**src/rtl/ulpi_reg_access_pkg.sv**
```systemverilog
// ULPI register-access shared definitions: TX CMD prefixes, idle byte,
// FSM state codes and the register command byte builder. Also usable by
// the receive path.
package ulpi_reg_access_pkg;

  localparam logic [1:0] ULPI_REGW      = 2'b10;
  localparam logic [1:0] ULPI_REGR      = 2'b11;
  localparam logic [7:0] ULPI_IDLE_BYTE = 8'h00;

  localparam logic [2:0] ST_IDLE  = 3'd0;
  localparam logic [2:0] ST_CMD   = 3'd1;
  localparam logic [2:0] ST_WDATA = 3'd2;
  localparam logic [2:0] ST_STOP  = 3'd3;
  localparam logic [2:0] ST_RTURN = 3'd4;
  localparam logic [2:0] ST_RDATA = 3'd5;
  localparam logic [2:0] ST_RWAIT = 3'd6;

  // TX CMD byte for an immediate register access.
  function automatic logic [7:0] ulpi_reg_cmd(input logic we, input logic [5:0] addr);
    return {(we ? ULPI_REGW : ULPI_REGR), addr};
  endfunction

endpackage

```
**src/rtl/ulpi_reg_access_if.sv**
```systemverilog
// Request/response handshake and ULPI link-side pins of the register
// access engine. slave = engine view, master = requester/PHY view.
interface ulpi_reg_access_if;

  logic       req;
  logic       we;
  logic [5:0] addr;
  logic [7:0] wdata;
  logic       busy;
  logic       done;
  logic       aborted;
  logic [7:0] rdata;

  logic       DIR;
  logic       NXT;
  logic [7:0] DATA_I;
  logic [7:0] DATA_O;
  logic       DATA_OE;
  logic       STP;

  modport slave (
    input  req, we, addr, wdata, DIR, NXT, DATA_I,
    output busy, done, aborted, rdata, DATA_O, DATA_OE, STP
  );

  modport master (
    output req, we, addr, wdata, DIR, NXT, DATA_I,
    input  busy, done, aborted, rdata, DATA_O, DATA_OE, STP
  );

endinterface

```
**src/rtl/ulpi_reg_access.sv**
```systemverilog
// ULPI immediate register read/write engine for the USB3300 link.
// All outputs are registered and decoded from the next state, so a
// PHY abort (DIR rising) releases the bus on the following cycle.
module ulpi_reg_access
  import ulpi_reg_access_pkg::*;
#(
  parameter int unsigned TIMEOUT = 255
) (
  input  logic               clk,
  input  logic               rst,
  ulpi_reg_access_if.slave   bus
);

  localparam logic [7:0] TMO_LAST = 8'(TIMEOUT - 1);

  logic [2:0] r_state;
  logic [7:0] r_cnt;
  logic       r_we;
  logic [5:0] r_addr;
  logic [7:0] r_wdata;
  logic [7:0] r_rdata;
  logic [7:0] r_data_o;
  logic       r_oe;
  logic       r_stp;
  logic       r_busy;
  logic       r_done;
  logic       r_aborted;

  logic [2:0] w_next;
  logic       w_accept;
  logic       w_capture;
  logic       w_done;
  logic       w_abort;
  logic       w_tmo;
  logic       w_cnt_en;
  logic [7:0] w_data_o;
  logic       w_oe;

  assign w_tmo    = (r_cnt == TMO_LAST);
  assign w_cnt_en = (r_state == ST_CMD) || (r_state == ST_WDATA) ||
                    (r_state == ST_RTURN) || (r_state == ST_RWAIT);

  // Next-state selection; PHY events take priority over the timeout.
  always_comb begin
    w_next    = r_state;
    w_accept  = 1'b0;
    w_capture = 1'b0;
    w_done    = 1'b0;
    w_abort   = 1'b0;
    case (r_state)
      ST_IDLE: begin
        if (bus.req && !bus.DIR) begin
          w_accept = 1'b1;
          w_next   = ST_CMD;
        end
      end
      ST_CMD: begin
        if (bus.DIR)      w_abort = 1'b1;
        else if (bus.NXT) w_next  = r_we ? ST_WDATA : ST_RTURN;
        else if (w_tmo)   w_abort = 1'b1;
      end
      ST_WDATA: begin
        if (bus.DIR)      w_abort = 1'b1;
        else if (bus.NXT) w_next  = ST_STOP;
        else if (w_tmo)   w_abort = 1'b1;
      end
      ST_STOP: begin
        w_next = ST_IDLE;
        w_done = 1'b1;
      end
      ST_RTURN: begin
        if (bus.DIR)    w_next  = ST_RDATA;
        else if (w_tmo) w_abort = 1'b1;
      end
      ST_RDATA: begin
        // Anything but DIR=1/NXT=0 means the PHY did not return register data.
        if (bus.DIR && !bus.NXT) begin
          w_capture = 1'b1;
          w_next    = ST_RWAIT;
        end else begin
          w_abort = 1'b1;
        end
      end
      ST_RWAIT: begin
        if (!bus.DIR) begin
          w_next = ST_IDLE;
          w_done = 1'b1;
        end else if (w_tmo) begin
          w_abort = 1'b1;
        end
      end
      default: w_next = ST_IDLE;
    endcase
    if (w_abort) w_next = ST_IDLE;
  end

  // Bus drive decoded from the state being entered.
  always_comb begin
    w_data_o = ULPI_IDLE_BYTE;
    w_oe     = 1'b0;
    case (w_next)
      ST_IDLE: w_oe = !bus.DIR;
      ST_CMD: begin
        w_oe     = 1'b1;
        w_data_o = w_accept ? ulpi_reg_cmd(bus.we, bus.addr) : ulpi_reg_cmd(r_we, r_addr);
      end
      ST_WDATA: begin
        w_oe     = 1'b1;
        w_data_o = r_wdata;
      end
      ST_STOP: w_oe = 1'b1;
      default: ;
    endcase
  end

  // FSM state, registered outputs and the per-state timeout counter.
  always_ff @(posedge clk or negedge rst) begin
    if (!rst) begin
      r_state   <= ST_IDLE;
      r_cnt     <= '0;
      r_data_o  <= ULPI_IDLE_BYTE;
      r_oe      <= 1'b0;
      r_stp     <= 1'b0;
      r_busy    <= 1'b0;
      r_done    <= 1'b0;
      r_aborted <= 1'b0;
    end else begin
      r_state   <= w_next;
      r_data_o  <= w_data_o;
      r_oe      <= w_oe;
      r_stp     <= (w_next == ST_STOP);
      r_busy    <= (w_next != ST_IDLE);
      r_done    <= w_done;
      r_aborted <= w_abort;
      if (w_next != r_state) r_cnt <= '0;
      else if (w_cnt_en)     r_cnt <= r_cnt + 8'd1;
    end
  end

  // Request latch and read-data capture.
  always_ff @(posedge clk or negedge rst) begin
    if (!rst) begin
      r_we    <= 1'b0;
      r_addr  <= '0;
      r_wdata <= '0;
      r_rdata <= '0;
    end else begin
      if (w_accept) begin
        r_we    <= bus.we;
        r_addr  <= bus.addr;
        r_wdata <= bus.wdata;
      end
      if (w_capture) r_rdata <= bus.DATA_I;
    end
  end

  assign bus.busy    = r_busy;
  assign bus.done    = r_done;
  assign bus.aborted = r_aborted;
  assign bus.rdata   = r_rdata;
  assign bus.DATA_O  = r_data_o;
  assign bus.DATA_OE = r_oe;
  assign bus.STP     = r_stp;

endmodule

```
**src/flat_wrapper.sv**
```systemverilog
// flat-port wrapper written by rule: the top's interface ports become plain ports
module ulpi_reg_access_flat import ulpi_reg_access_pkg::*;
#(
  parameter int unsigned TIMEOUT = 255
)
  (clk, rst, bus_req, bus_we, bus_addr, bus_wdata, bus_DIR, bus_NXT, bus_DATA_I, bus_busy, bus_done, bus_aborted, bus_rdata, bus_DATA_O, bus_DATA_OE, bus_STP);
  ulpi_reg_access_if bus_i ();
  input  logic clk;
  input  logic rst;
  input wire logic [$bits(bus_i.req)-1:0] bus_req;
  input wire logic [$bits(bus_i.we)-1:0] bus_we;
  input wire logic [$bits(bus_i.addr)-1:0] bus_addr;
  input wire logic [$bits(bus_i.wdata)-1:0] bus_wdata;
  input wire logic [$bits(bus_i.DIR)-1:0] bus_DIR;
  input wire logic [$bits(bus_i.NXT)-1:0] bus_NXT;
  input wire logic [$bits(bus_i.DATA_I)-1:0] bus_DATA_I;
  output wire logic [$bits(bus_i.busy)-1:0] bus_busy;
  output wire logic [$bits(bus_i.done)-1:0] bus_done;
  output wire logic [$bits(bus_i.aborted)-1:0] bus_aborted;
  output wire logic [$bits(bus_i.rdata)-1:0] bus_rdata;
  output wire logic [$bits(bus_i.DATA_O)-1:0] bus_DATA_O;
  output wire logic [$bits(bus_i.DATA_OE)-1:0] bus_DATA_OE;
  output wire logic [$bits(bus_i.STP)-1:0] bus_STP;
  assign bus_i.req = bus_req;
  assign bus_i.we = bus_we;
  assign bus_i.addr = bus_addr;
  assign bus_i.wdata = bus_wdata;
  assign bus_i.DIR = bus_DIR;
  assign bus_i.NXT = bus_NXT;
  assign bus_i.DATA_I = bus_DATA_I;
  assign bus_busy = bus_i.busy;
  assign bus_done = bus_i.done;
  assign bus_aborted = bus_i.aborted;
  assign bus_rdata = bus_i.rdata;
  assign bus_DATA_O = bus_i.DATA_O;
  assign bus_DATA_OE = bus_i.DATA_OE;
  assign bus_STP = bus_i.STP;
  ulpi_reg_access #(.TIMEOUT(TIMEOUT)) u_core (.clk(clk), .rst(rst), .bus(bus_i));
endmodule
```
**config.mk**
```make
export PLATFORM = sky130hd
export DESIGN_NAME = ulpi_reg_access_flat
export DESIGN_NICKNAME = d
export VERILOG_FILES = /design/src/rtl/ulpi_reg_access_pkg.sv /design/src/rtl/ulpi_reg_access_if.sv /design/src/rtl/ulpi_reg_access.sv /design/src/flat_wrapper.sv
export SDC_FILE = /design/constraint.sdc
export NUM_CORES = 1
export LEC_CHECK = 0
export BUFFER_PORTS_ARGS = -buffer_cell sky130_fd_sc_hd__buf_2
export CAP_MARGIN = 40
export CORE_MARGIN = 2
export CORE_UTILIZATION = 48
export DETAILED_ROUTE_END_ITERATION = 10
export PLACE_DENSITY = 0.83
export SETUP_SLACK_MARGIN = 0.1
export SLEW_MARGIN = 20
export SYNTH_ARGS = -nofsm -noshare
export SYNTH_HDL_FRONTEND = slang
export SYNTH_SLANG_ARGS = --single-unit
```
**constraint.sdc**
```tcl
create_clock -name clk -period 1.6 [get_ports clk]
set_input_delay 0.32 -clock clk [delete_from_list [all_inputs] [get_ports clk]]
set_output_delay 0.32 -clock clk [all_outputs]
set_load 0.01 [all_outputs]
```
# Yosys cells after proc, flatten, opt, wreduce, memory -nomap -nowiden
# Cells that the tools add are included.
[word_totals] reg_bits=47 in_bits=28 out_inout_bits=21 wordCells=68
[classes] addsub=1 n_eq_ne=11 mux=31 n_reduce_logical=13
[ops] cell="$mux W3" n=10
[ops] cell="$mux W8" n=3
[ops] cell="$pmux W3 S6" n=1
[ops] cell="$pmux W8 S2" n=1
[ops] cell="$mux W1" n=13
[ops] cell="$eq A3 B2 Y1 const B" n=4
[ops] cell="$eq A3 B3 Y1 const B" n=3
[ops] cell="$add A8 B1 Y8 const B" n=1
[ops] cell="$eq A8 B8 Y1 const B" n=1
[ops] cell="$eq A3 B1 Y1 const B" n=2
[ops] cell="$logic_not A3 Y1" n=2
[ops] cell="$pmux W1 S2" n=2
[ops] cell="$pmux W1 S4" n=1
[ops] cell="$logic_or A1 B1 Y1" n=3
[ops] cell="$ne A3 B3 Y1" n=1
[ops] cell="$reduce_bool A3 Y1" n=1
[ops] cell="$reduce_or A3 Y1" n=1
[ops] cell="$logic_and A1 B1 Y1" n=2
[ops] cell="$logic_not A1 Y1" n=2
[ops] cell="$reduce_bool A2 Y1" n=1
[ops] cell="$reduce_or A2 Y1" n=1

# Longest topological paths before layout
# Gate-level depths: netlist of run 1.
[logic_depth] depth_word=9 mapped_depth=7 ltp_nobuf=7

# Worst setup path after synthesis of run 1
# Ideal clock, no wire load.
[synth_path] path_kind="register -> register" startpoint="reg u_core.r_state[1]" endpoint="reg u_core.r_data_o[6], in the netlist u_core.bus.DATA_O[6]" setup_ps=73 t_arrival_ps=1576 required_time_ps=1527 path_slack_ps=-49 path_stages_with_launch=8 path_buffers=2 synth_period_minus_slack_ps=1649 path_cell_list="dfrtp_1 > buf_6 > nor2b_4 > and2_4 > or2_1 > buf_6 > or3_1 > a21oi_2"
[synth_via] elab_chain_cells=6 word_cells_on_any_way=23 cone_classes="eq/ne: 7; mux: 14; reduce/logical: 2"
[synth_rtl] element="start, declared" line="ulpi_reg_access.sv:16" text="logic [2:0] r_state;"
[synth_rtl] element="start signal, assigned" line="ulpi_reg_access.sv:128" text="r_state <= w_next;"
[synth_rtl] element="$eq A3 B2 Y1 (tied with other cells)" line="ulpi_reg_access.sv:50" text="case (r_state)"
[synth_rtl] element="$reduce_or A2 Y1 (no line) (tied with other cells)"
[synth_rtl] element="$pmux W1 S4 / $pmux W3 S6 (equally long branches)" line="ulpi_reg_access.sv:50"
[synth_rtl] element="$mux W3" line="ulpi_reg_access.sv:94" text="if (w_abort) w_next = ST_IDLE;"
[synth_rtl] element="$eq A3 B2 Y1 / $eq A3 B1 Y1 (equally long branches)" line="ulpi_reg_access.sv:101" text="case (w_next)"
[synth_rtl] element="$pmux W8 S2 *" line="ulpi_reg_access.sv:101"
[synth_rtl] element="net u_core.w_data_o[6]" line="ulpi_reg_access.sv:36" text="logic [7:0] w_data_o;"
[synth_rtl] element="end signal, assigned" line="ulpi_reg_access.sv:129" text="r_data_o <= w_data_o;"
[synth_rtl] element="end, declared" line="ulpi_reg_access.sv:22" text="logic [7:0] r_data_o;"
# The timed path passes the listed nets; every way through them passes the cells marked *.
# A chain may end at the register's enable or synchronous reset.

# Worst setup path after layout of run 1
[layout_path] startpoint="reg u_core.r_state[2]" endpoint="reg u_core.r_data_o[3], in the netlist u_core.bus.DATA_O[3]"
# Same word-level chain as after synthesis.

==> impl_metrics.json, run 1 <==
{
  "vdd_drop_max_v": 0.00111,
  "wl_per_cell_um": 17.0,
  "numPortBuffers": 48,
  "worstPathMaxFanout": 8,
  "final_cells": 329,
  "switchingPower_mw": 2.52,
  "hpwl_um": 3360,
  "worst_skew_pair.late_latency_ns": 0.31,
  "ys_top_cells_by_count": "dfrtp_1 (47), mux2_2 (22), nand3_1 (17), nor2_1 (17), a21oi_1 (11)",
  "crit_arrival_ns": 1.95,
  "crit_required_ns": 1.80,
  "dp_slack_ns": -0.155,
  "synth_edf_count": 0,
  "cp-start-kind": "register",
  "fin_crit_sh_pct": 109,
  "cts.htree.levels": 2,
  "drtIter0Drc": 75,
  "grt_pass1_wl_um": 8420,
  "cts_tree": "yes",
  "ys.flop_type": "dfrtp_1",
  "crit_buf_inv": 2,
  "start_util_pct": 50.8,
  "p_per_area_mw_per_mm2": 2010,
  "worst_slew_pin_slew_ns": 0.486,
  "drc_errors": 0,
  "synthArstFlopShare_pct": 100,
  "n_antenna_cell": 0,
  "leakage_nw": 1.45,
  "core_area_sq_mm": 0.00441,
  "slew_viol_final": 0,
  "antenna_found_initial": 0,
  "ys_seq_elements": 47,
  "routed_wl_um": 5590,
  "die_area_sq_mm": 0.00524,
  "reg2reg_slack_ns": -0.15,
  "ant_nets": 0,
  "ys_seq_area_share_pct": 52.4,
  "grt_pass1_vias": 1888,
  "multi_input_area_sq_mm": 0.00118,
  "yosys-top-cells-area": "dfrtp_1 (52%), mux2_2 (11%), nand3_1 (3.8%)",
  "clock_skew_ns": 0.00896,
  "syn-cell-area_sq_mm": 0.00224,
  "hp-class": "input pin to register",
  "synth.top_cell.area_share_pct": 52.4,
  "yosys_warnings": 0,
  "num-fill-cells": 286,
  "avgSynthCellArea_sq_um": 12.0,
  "path_clk_slew_ns": 0.09,
  "yosysMostFrequentCell": "dfrtp_1",
  "grt.met1_usage_pct": 24.1,
  "drive_gt1_share_pct": 59.9,
  "area_growth_pct": 42.0,
  "pwr-share-seq_pct": 30.7,
  "max_stage_delay_ns": 0.43,
  "gr-usage-met2_pct": 36.8,
  "final_nets": 306,
  "relSlewSlack_pct": 67.6,
  "fmaxAchievable_ghz": 0.572,
  "final_util_pct": 72.2,
  "sw_frac_of_total_pct": 39.4,
  "hold_viol": 0,
  "ios": 49,
  "seq_area_sq_mm": 0.00118,
  "met3_usage_pct": 3.61,
  "overflow": 0,
  "grt_start_max_net_pins": 29,
  "clock_sinks": 47,
  "cpLargestDelayFamily": "compound AO/OA/AOI/OAI gates",
  "slowest_stage": "dfrtp_2",
  "power_frac_clock_pct": 12.0,
  "via_count": 1808,
  "ys_types": 51,
  "first_pass_iters": 4,
  "gp_congestion": 0.812,
  "cts_buffers": 5,
  "cts_root_buffer": "clkbuf_8",
  "violations": "negative setup slack",
  "top_usage_layer": "met2",
  "netlist_instances": 187,
  "die_w_um": 72.4,
  "outcome": "finished, violations left",
  "holdWs_ns": 0.233,
  "cts_buffer_depth": 2,
  "end_kind": "register",
  "row_count": 24,
  "min_period_ns": 1.75,
  "drv_cap": 0,
  "track_usage_pct": 21.1,
  "path_class": "register to register",
  "cell_internal_pwr_mw": 3.88,
  "die_h_um": 72.4,
  "synth_area_leader_cell": "dfrtp_1",
  "path_cells": "buf_6 > mux2i_2 > nor2_2 > a211o_4 > o21ai_4 > buf_12 > a21oi_1",
  "via_per_inst": 5.50,
  "place_inst": 310,
  "finalSetupViolations": 22,
  "rsz0062_at_grt": "true",
  "syn-num-nets": 217,
  "pwr-share-comb_pct": 57.3,
  "worst_slack_ns": -0.148
}
==> power by group through the flow <==
stage / sequential (mW) / clock (mW) / combinational (mW)
after global placement: 1.94 / 0 / 2.67
after detailed placement: 1.97 / 0 / 2.74
after CTS: 1.95 / 0.781 / 3.22
after global routing: 2.02 / 0.822 / 3.94
after floorplan: 2.02 / 0 / 1.76
final: 1.97 / 0.769 / 3.67
==> area by class of cell <==
type                            instances  area share (%)
Tap cell                               52            2.04
Clock inverter                          2           0.511
Timing Repair Buffer                   90            20.4
Clock buffer                            6            2.59
Sequential cell                        47            37.0
Multi-Input combinational cell        128            36.9
Inverter                                4           0.471
==> flip-flops by register name, summed over array words and instances (netlist names) <==
register            cells
u_core.bus.DATA_OE      1
u_core.bus.DATA_O       8
u_core.bus.rdata        8
u_core.r_we             1
u_core.bus.done         1
u_core.bus.busy         1
u_core.r_state          3
u_core.bus.STP          1
u_core.r_cnt            8
u_core.bus.aborted      1
u_core.r_wdata          8
u_core.r_addr           6
==> logic make-up (layout without fill, tap and decap cells) <==
kind of cell	count (synthesis)	after routing	synth area share (%)
compound gates	30	30	10.2
xor+xnor	7	7	2.73
fa+ha+maj	2	2	1.12
buf+inv	12	102	3.90
flops	47	47	52.4
mux	24	24	12.2
simple gates	65	65	17.5
==> through the flow <==
step	power (mW)	cell area (sq um)	setup TNS [ns]
floorplan	3.78	2260	-0.0319
global placement	4.62	2750	-1.35
detailed placement	4.71	2750	-1.76
CTS	5.96	3060	-0.528
global route	6.78	3190	-3.78
finish	6.41	3190	-2.37
==> path summary, 6_finish.rpt <==
check | start | end | depth (start not counted)
max | u_core.r_state[2]$_DFF_PN0_ | u_core.bus.DATA_O[3]$_DFF_PN0_ | 7
min | bus_wdata[0] | u_core.r_wdata[0]$_DFFE_PN0P_ | 2
max reg2reg | u_core.r_state[2]$_DFF_PN0_ | u_core.bus.DATA_O[3]$_DFF_PN0_ | 7
min reg2reg | u_core.r_addr[5]$_DFFE_PN0P_ | u_core.r_addr[5]$_DFFE_PN0P_ | 1
max in group asynchronous | rst | u_core.bus.rdata[3]$_DFFE_PN0P_ | 3
min in group asynchronous | rst | u_core.bus.aborted$_DFF_PN0_ | 2
==> layout by cell type, fill, tap and decap left out, types with 3 or more instances in the layout <==
cell type	netlist	final
nand3_1	17	10
xnor2_1	4	4
nor2_4	2	5
nor2_1	17	15
clkbuf_8	0	6
buf_12	0	5
xor2_1	3	3
dfrtp_1	47	44
buf_4	3	29
nand2_1	4	4
mux2_4	1	9
nand3_2	0	7
dfrtp_2	0	3
buf_2	1	48
a21oi_2	1	7
a21oi_1	11	4
nor3_1	3	3
buf_6	4	6
mux2_2	22	14
==> metal layers <==
metal / wire length (um) / part of all wire, % / vias to the layer above
met5: 0 / 0 / -
met4: 187 / 3.3 / 0
met3: 263 / 4.7 / 19
met2: 2900 / 52 / 58
met1: 2230 / 40 / 893
li1: - / - / 838
==> repair_timing <==
| item | 4_1_cts | 5_1_grt |
|---|---|---|
| cloned | 0 | 0 |
| hold buffers | 1 | 0 |
| resized for setup | 39 | 12 |
| pin swaps | 7 | 6 |
| setup buffers | 5 | 5 |
| endpoints found under the hold margin | 19 | 0 |
| endpoints found under the setup margin | 30 | 35 |
No activity file was read; power rests on OpenSTA's default activity.
==> inputs of run 2 (changes only) <==
--- a/config.mk
+++ b/config.mk
@@ -7,6 +7,7 @@
 export LEC_CHECK = 0
 export BUFFER_PORTS_ARGS = -buffer_cell sky130_fd_sc_hd__buf_2
 export CAP_MARGIN = 40
+export CORE_ASPECT_RATIO = 1.5
 export CORE_MARGIN = 2
 export CORE_UTILIZATION = 48
 export DETAILED_ROUTE_END_ITERATION = 10
==> run 2 against run 1 <==
  * Global-route usage shrank 0.47 points
  * Final area down 5.2%
  * Sequential power is essentially flat
  * The flow still finishes with violations (negative setup slack)
  * Critical path depth shrank 2
  * Clock-buffer cell count decreased by 1
==> impl_metrics.json, run 2 (same netlist as run 1, synthesis figures left out) <==
{
  "worst_slack_ns": -0.156,
  "drc_errors": 0,
  "final_cells": 316,
  "routed_wl_um": 5090,
  "relSlewSlack_pct": 72.9,
  "die_w_um": 59.8,
  "first_pass_iters": 4,
  "rsz0062_at_grt": "true",
  "final_cell_mix": "buf_2 (48), dfrtp_1 (45), buf_4 (24), mux2_2 (22), nand3_1 (17)",
  "cts_buffers": 5,
  "cts_root_buffer": "clkbuf_8",
  "cts.htree.levels": 2,
  "fin_tns_setup_ns": -1.61,
  "drtIter0Drc": 61,
  "path_clk_slew_ns": 0.10,
  "die_area_sq_mm": 0.00525,
  "violations": "negative setup slack",
  "cp-start-kind": "register",
  "dpl_cell_area_sq_mm": 0.00272,
  "hpwl_um": 3410,
  "fin_crit_sh_pct": 110,
  "crit_required_ns": 1.84,
  "place_inst": 303,
  "holdWs_ns": 0.237,
  "path_cells": "or3b_4 > a21boi_4 > a221oi_4 > or3_4 > a21oi_2",
  "end_kind": "register",
  "outcome": "finished, violations left",
  "cp.depth": 5,
  "clock_sinks": 47,
  "slowest_stage": "dfrtp_2",
  "die_h_um": 87.7,
  "core_area_sq_mm": 0.00450,
  "final_util_pct": 67.1,
  "n_antenna_cell": 0,
  "antenna_found_initial": 0,
  "worstPathMaxFanout": 5,
  "worst_skew_pair.late_latency_ns": 0.31,
  "grt_start_max_net_pins": 48,
  "clock_skew_ns": 0.0106,
  "whs_path_depth": 2,
  "num-fill-cells": 314,
  "min_period_ns": 1.76,
  "fmaxAchievable_ghz": 0.569,
  "wl_per_cell_um": 16.1,
  "finalInstanceArea_sq_mm": 0.00302,
  "hp-class": "input pin to register",
  "ios": 49,
  "leakage_nw": 1.38,
  "via_count": 1768,
  "path_class": "register to register",
  "gp_congestion": 0.831,
  "max_stage_delay_ns": 0.46,
  "grt_pass1_vias": 1803,
  "crit_arrival_ns": 2.00,
  "ant_nets": 0,
  "via_per_inst": 5.59,
  "start_util_pct": 49.8,
  "cts_tree": "yes",
  "drive_gt1_share_pct": 56.0,
  "final_nets": 297,
  "hold_viol": 0,
  "layout_commonest_cell": "buf_2",
  "finalSetupViolations": 24,
  "grt_pass1_wl_um": 8160,
  "crit_buf_inv": 0,
  "drv_cap": 0,
  "ff2ff_path_depth": 5,
  "cts_buffer_depth": 2,
  "worst_slew_pin_slew_ns": 0.407,
  "overflow": 0,
  "p_per_area_mw_per_mm2": 2030,
  "vdd_drop_max_v": 0.000731,
  "cpLargestDelayFamily": "simple AND/OR/NAND/NOR gates",
  "numPortBuffers": 48,
  "slew_viol_final": 0,
  "area_growth_pct": 34.6,
  "track_usage_pct": 20.7,
  "row_count": 30
}
[run 2: cell count changes in the layout (fill, tap and decap cells not counted), moves of 2 or more]
cell,delta
mux2_2,+8
mux2_4,-8
nand3_1,+7
nand3_2,-7
buf_4,-5
nor2_2,+3
buf_12,-2
nor2_1,-2
[run 2: timing repair]
item                       4_1_cts  5_1_grt
hold endpoints to repair        47        0
pin swaps                       12       10
hold buffers                     1        0
gates resized for setup         20       12
setup endpoints to repair       36       43
buffers inserted                 2        2
[run 2: per-layer routing]
metal  part of all wire [%]  global-route usage (%)
met5                      0                       0
met4                    4.5                    11.9
met3                    4.3                    4.14
met2                     53                    35.4
met1                     38                    23.2
[run 2: final cells by class]
type                       instances  area (sq um)  share of cell area (%)
sequential                        47          1180                    39.0
tap                               48          60.1                    1.99
clock inverter                     3          47.5                    1.57
inverter                           4          15.0                   0.497
multi-input combinational        128          1100                    36.5
clock buffer                       5          68.8                    2.28
timing repair buffer              81           547                    18.1
[run 2: where the power goes]
part	switching, mW	leakage [nW]	internal, mW	total, mW
Clock	0.417	0.0587	0.474	0.891
Sequential	0.256	0.593	1.68	1.94
Combinational	1.67	0.729	1.64	3.31
[run 2: path summary, 6_finish.rpt]
kind	start	to	slack, ns
max reg2reg	u_core.r_state[2]$_DFF_PN0_	u_core.bus.DATA_O[6]$_DFF_PN0_	-0.16
min reg2reg	u_core.bus.rdata[0]$_DFFE_PN0P_	u_core.bus.rdata[0]$_DFFE_PN0P_	0.51
min	bus_DATA_I[6]	u_core.bus.rdata[6]$_DFFE_PN0P_	0.24
max	u_core.r_state[2]$_DFF_PN0_	u_core.bus.DATA_O[6]$_DFF_PN0_	-0.16
min in group asynchronous	rst	u_core.bus.done$_DFF_PN0_	0.52
max in group asynchronous	rst	u_core.r_state[1]$_DFF_PN0_	0.85
[run 2: worst register-to-register path, delay by kind of cell, from the launching register on]
family	cells	cell delay (ns)
simple gates	2	0.82
flops	1	0.46
compound gates	3	0.41
[run 2: metrics by stage]
stage               setup WS [ns]  total power, mW
floorplan                 -0.0194             3.78
global placement           -0.123             4.60
detailed placement         -0.207             4.70
CTS                       -0.0867             5.81
global route               -0.178             6.54
finish                     -0.156             6.13
